[config.mk]
export PLATFORM = sky130hd
export DESIGN_NAME = resnet_conv
export DESIGN_NICKNAME = d
export VERILOG_FILES = /design/src/rtl/resnet_conv.sv
export SDC_FILE = /design/constraint.sdc
export NUM_CORES = 2
export LEC_CHECK = 0
export ABC_AREA = 1
export BUFFER_PORTS_ARGS = -buffer_cell sky130_fd_sc_hd__buf_2
export CELL_PAD_IN_SITES_DETAIL_PLACEMENT = 1
export CELL_PAD_IN_SITES_GLOBAL_PLACEMENT = 1
export CORE_MARGIN = 8
export CORE_UTILIZATION = 49
export CTS_CLUSTER_DIAMETER = 60
export DETAILED_ROUTE_END_ITERATION = 10
export GPL_TIMING_DRIVEN = 1
export MAX_ROUTING_LAYER = met4
export PLACE_DENSITY_LB_ADDON = 0.15
export SYNTH_ARGS = -nofsm -noshare
export SYNTH_HDL_FRONTEND = slang
export SYNTH_SLANG_ARGS = --single-unit
[constraint.sdc]
create_clock -name clk -period 10.4 [get_ports clk]
set_input_delay 2.08 -clock clk [delete_from_list [all_inputs] [get_ports clk]]
set_output_delay 2.08 -clock clk [all_outputs]
set_load 0.05 [all_outputs]
[src/rtl/resnet_conv.sv]
// Streaming 3x3 single-channel convolution: nine-word kernel load, raster image stream.
// Optional ReLU output stage when RESNET_RELU_EN is defined.
module resnet_conv #(
    parameter int unsigned IMG_W  = 8,
    parameter int unsigned IMG_H  = 8,
    parameter int unsigned DATA_W = 16
) (
    input  logic              clk,
    input  logic              rst,
    input  logic              flush,
    output logic              hw_kernel_stencil_op_hcompute_hw_kernel_global_wrapper_stencil_read_en,
    input  logic [DATA_W-1:0] hw_kernel_stencil_op_hcompute_hw_kernel_global_wrapper_stencil_read
                                  [0:0],
    output logic              hw_input_stencil_op_hcompute_hw_input_global_wrapper_stencil_read_en,
    input  logic [DATA_W-1:0] hw_input_stencil_op_hcompute_hw_input_global_wrapper_stencil_read
                                  [0:0],
    output logic              hw_output_stencil_op_hcompute_hw_output_stencil_write_valid,
    output logic [DATA_W-1:0] hw_output_stencil_op_hcompute_hw_output_stencil_write [0:0]
);

    localparam int unsigned XW = (IMG_W > 1) ? $clog2(IMG_W) : 1;
    localparam int unsigned YW = (IMG_H > 1) ? $clog2(IMG_H) : 1;

    typedef enum logic [1:0] {StIdle, StLoadK, StStream, StDone} state_e;

    state_e            state_q, state_d;
    logic [3:0]        k_q, k_d;
    logic [XW-1:0]     x_q, x_d;
    logic [YW-1:0]     y_q, y_d;
    logic [DATA_W-1:0] w_q   [9];
    logic [DATA_W-1:0] w_d   [9];
    logic [DATA_W-1:0] win_q [9];
    logic [DATA_W-1:0] win_d [9];
    logic [DATA_W-1:0] lb0_q [IMG_W];
    logic [DATA_W-1:0] lb0_d [IMG_W];
    logic [DATA_W-1:0] lb1_q [IMG_W];
    logic [DATA_W-1:0] lb1_d [IMG_W];
    logic              pend_q, pend_d;
    logic              vld_q, vld_d;
    logic [DATA_W-1:0] dat_q, dat_d;
    logic [DATA_W-1:0] acc, res;
    logic [DATA_W-1:0] kword, pixel;

    assign kword = hw_kernel_stencil_op_hcompute_hw_kernel_global_wrapper_stencil_read[0];
    assign pixel = hw_input_stencil_op_hcompute_hw_input_global_wrapper_stencil_read[0];

    assign hw_kernel_stencil_op_hcompute_hw_kernel_global_wrapper_stencil_read_en =
        (state_q == StLoadK);
    assign hw_input_stencil_op_hcompute_hw_input_global_wrapper_stencil_read_en =
        (state_q == StStream);
    assign hw_output_stencil_op_hcompute_hw_output_stencil_write_valid = vld_q;
    assign hw_output_stencil_op_hcompute_hw_output_stencil_write[0]    = dat_q;

    // Window holds the pixel captured on the previous edge; products wrap modulo 2^DATA_W.
    always_comb begin
        acc = '0;
        for (int i = 0; i < 9; i++) begin
            acc = acc + w_q[i] * win_q[i];
        end
`ifdef RESNET_RELU_EN
        res = acc[DATA_W-1] ? '0 : acc;
`else
        res = acc;
`endif
    end

    always_comb begin
        state_d = state_q;
        k_d     = k_q;
        x_d     = x_q;
        y_d     = y_q;
        w_d     = w_q;
        win_d   = win_q;
        lb0_d   = lb0_q;
        lb1_d   = lb1_q;
        pend_d  = 1'b0;
        vld_d   = pend_q;
        dat_d   = pend_q ? res : dat_q;

        unique case (state_q)
            StLoadK: begin
                w_d[k_q] = kword;
                if (k_q == 4'd8) begin
                    k_d     = '0;
                    state_d = StStream;
                end else begin
                    k_d = k_q + 4'd1;
                end
            end
            StStream: begin
                // Column entering the window: two rows up, one row up, current pixel.
                for (int r = 0; r < 3; r++) begin
                    win_d[3*r]   = win_q[3*r+1];
                    win_d[3*r+1] = win_q[3*r+2];
                end
                win_d[2]   = lb1_q[x_q];
                win_d[5]   = lb0_q[x_q];
                win_d[8]   = pixel;
                lb1_d[x_q] = lb0_q[x_q];
                lb0_d[x_q] = pixel;
                pend_d     = (x_q >= XW'(2)) && (y_q >= YW'(2));
                if (x_q == XW'(IMG_W - 1)) begin
                    x_d = '0;
                    if (y_q == YW'(IMG_H - 1)) begin
                        y_d     = '0;
                        state_d = StDone;
                    end else begin
                        y_d = y_q + YW'(1);
                    end
                end else begin
                    x_d = x_q + XW'(1);
                end
            end
            default: ;
        endcase

        if (flush) begin
            state_d = StLoadK;
            k_d     = '0;
            x_d     = '0;
            y_d     = '0;
            win_d   = '{default: '0};
            lb0_d   = '{default: '0};
            lb1_d   = '{default: '0};
            pend_d  = 1'b0;
            vld_d   = 1'b0;
            dat_d   = dat_q;
        end
    end

    always_ff @(posedge clk) begin
        if (rst) begin
            state_q <= StIdle;
            k_q     <= '0;
            x_q     <= '0;
            y_q     <= '0;
            w_q     <= '{default: '0};
            win_q   <= '{default: '0};
            lb0_q   <= '{default: '0};
            lb1_q   <= '{default: '0};
            pend_q  <= 1'b0;
            vld_q   <= 1'b0;
            dat_q   <= '0;
        end else begin
            state_q <= state_d;
            k_q     <= k_d;
            x_q     <= x_d;
            y_q     <= y_d;
            w_q     <= w_d;
            win_q   <= win_d;
            lb0_q   <= lb0_d;
            lb1_q   <= lb1_d;
            pend_q  <= pend_d;
            vld_q   <= vld_d;
            dat_q   <= dat_d;
        end
    end

endmodule

==> impl_metrics.tcl <==
set metrics [dict create \
    drive_gt1_share_pct 3.85 \
    end_kind "flop" \
    grt_pass1_wl_mm 333 \
    ir_drop_mv 0.159 \
    clk_pin_slew_ps 60 \
    slowest_delay_ps 840 \
    rsz0062_at_grt "false" \
    track_usage_pct 32.5 \
    drt_iter0_markers 3503 \
    core_um2 125000 \
    place.gp.congestion 0.930 \
    rows 130 \
    leakagePower_nw 36.6 \
    slowest_stage "dfxtp_1" \
    yosys.area.top_type "fa_1" \
    finalInstanceArea_um2 65300 \
    num_io_pins 54 \
    cts_tree "done" \
    skew_ps 58.3 \
    whs_ps 454 \
    min_path_type "reg -> reg" \
    cts_hold_buf 0 \
    synthArstFlopShare_pct 0 \
    first_global_vias 56200 \
    seqCellArea_um2 11500 \
    powerDensity_nw_per_um2 80.2 \
    cts.sinks 574 \
    dr_wl_met3_mm 11.7 \
    syn-mean-instance-area_um2 7.45 \
    syn_nets 9622 \
    rr_worst_depth 30 \
    synth_edf_count 0 \
    slew_headroom_pct 4.88 \
    status "finished, final reports clean" \
    cts_buffers 80 \
    io_buffers 53 \
    synth_flop_cell "dfxtp_1" \
    post_cts_buffers 0 \
    placedInstanceArea_um2 62500 \
    yosysSeqAreaShare_pct 18.7 \
    post_drt_wl_per_cell_um 22.1 \
    synth.area.top_cells "fa_1, dfxtp_1, inv_1, nand2_1, ha_1" \
    hpwl_mm 164 \
    tightest_slew_ps 1420 \
    max_freq_mhz 109 \
    cts_root_buf "clkbuf_16" \
    crit_fanout 15 \
    first_pass_iters 5 \
    synth_top_area_share_pct 29.7 \
    syn_area_um2 61500 \
    max_cap_violations 0 \
    cts-resized-gates 0 \
    yosys-top-cells-count "inv_1, nand2_1, fa_1" \
    wl_met2_mm 102 \
    fillers 15700 \
    wl_met1_mm 88.4 \
    start_util_pct 49.2 \
    dieArea_um2 137000 \
    fp.dieH_um 370 \
    cp.required_ps 10980 \
    fin_setup_tns_ps 0 \
    wl_mm 215 \
    worst_path_most_repeated_cell "fa_1" \
    antenna_found_initial 6 \
    fp.dieW_um 370 \
    critPathLaunchType "flop" \
    crit_type "reg -> reg" \
    top_layer "met4" \
    critical_path_arrival_ps 9740 \
    whs_path_depth 2 \
    fin_crit_sh_pct 88.1 \
    pre_cts_slack_ps 1330 \
    setup_viol 0 \
    grt_max_degree 157 \
    nNetsFinal 9365 \
    via_count 51700 \
    grt_overflow_total 0 \
    drc 0 \
    clk_path_buf_depth 3 \
    slew_violations 0 \
    finalWorstSetupSlack_ps 1240 \
    htree_levels 3 \
    synthCells 8256 \
    ys_ff_latch 574 \
    ant_nets 0 \
    clk_latency_ps 740 \
    via_per_inst 5.32 \
    ys.warnings.count 0 \
    post-synth-top-count-cell "inv_1" \
    synthToLayoutAreaGrowth_pct 6.17 \
    hold_viol 0 \
    finalCriticalPeriod_ps 9160 \
    multiInputGateArea_um2 40600 \
    yosysUniqueCellTypes 48 \
]
[flip-flops by register name, summed over array words and instances, names as in the netlist, 2 cells and up]
signal	cells
hw_output_stencil_op_hcompute_hw_output_stencil_write	16
k_q	4
lb0_q	128
lb1_q	128
state_q	2
w_q	144
win_q	144
x_q	3
y_q	3
[worst paths after layout]
| kind | start | to | slack (ps) |
|---|---|---|---|
| max | win_q[51] | flop | 1240 |
| min | lb0_q[2] | lb0_q[2] | 450 |
| max reg2reg | win_q[51] | flop | 1240 |
| min reg2reg | lb0_q[2] | lb0_q[2] | 450 |
[report_power, final]
part | leakage [nW] | total [mW] | internal, mW | switching, mW
logic | 30.7 | 0.137 | 0.0193 | 0.118
registers | 4.63 | 2.24 | 2.21 | 0.0281
clock network | 1.33 | 2.86 | 1.65 | 1.21
[cell families (layout without fill, tap and decap cells)]
| group | Yosys count | in the layout | synth area share [%] |
|---|---|---|---|
| adder cells (fa/ha/maj) | 1331 | 1331 | 38.2 |
| AO/OA/AOI/OAI | 894 | 894 | 7.66 |
| AND/OR/NAND/NOR | 2843 | 2843 | 18.1 |
| other | 0 | 6 | 0 |
| XOR/XNOR | 135 | 135 | 1.97 |
| buffers and inverters | 2479 | 2284 | 15.4 |
| flip-flops | 574 | 574 | 18.7 |
[cell usage in the layout, fill, tap and decap left out, types with 53 or more instances in the layout]
cell type	n
a21oi_1	237
buf_2	53
buf_4	59
clkbuf_16	80
dfxtp_1	573
fa_1	912
ha_1	419
inv_1	2001
nand2_1	1789
nand3_1	121
nor2_1	825
o21ai_0	579
xnor2_1	60
xor2_1	71
[layer usage]
metal,vias to the layer above,track usage (%)
met5,-,-
met4,0,16.5
met3,457,4.87
met2,1284,53.3
met1,26400,39.3
li1,23600,-
[metrics by stage]
stage,util (%),power (mW),cells
floorplan,-,2.33,8256
global placement,50.0,2.42,9567
detailed placement,50.0,2.42,9567
CTS,52.2,5.27,9711
global route,52.2,5.37,9714
finish,52.2,5.23,9717
[worst max-delay path, delay by kind of cell, from the launching register on]
| family | cells | cell delay [ps] |
|---|---|---|
| AND/OR/NAND/NOR | 9 | 1040 |
| AO/OA/AOI/OAI | 2 | 160 |
| buffers and inverters | 6 | 480 |
| flip-flops | 1 | 840 |
| adder cells (fa/ha/maj) | 13 | 6460 |
[final cells by class]
cell class	instances	share of cell area [%]
Clock buffer	107	3.44
Clock inverter	37	0.799
Tap cell	1650	3.16
Multi-Input combinational cell	5203	62.2
Sequential cell	574	17.6
Antenna cell	6	0.0230
Timing Repair Buffer	113	1.12
Inverter	2027	11.7
(Power assumes the default switching activity.)
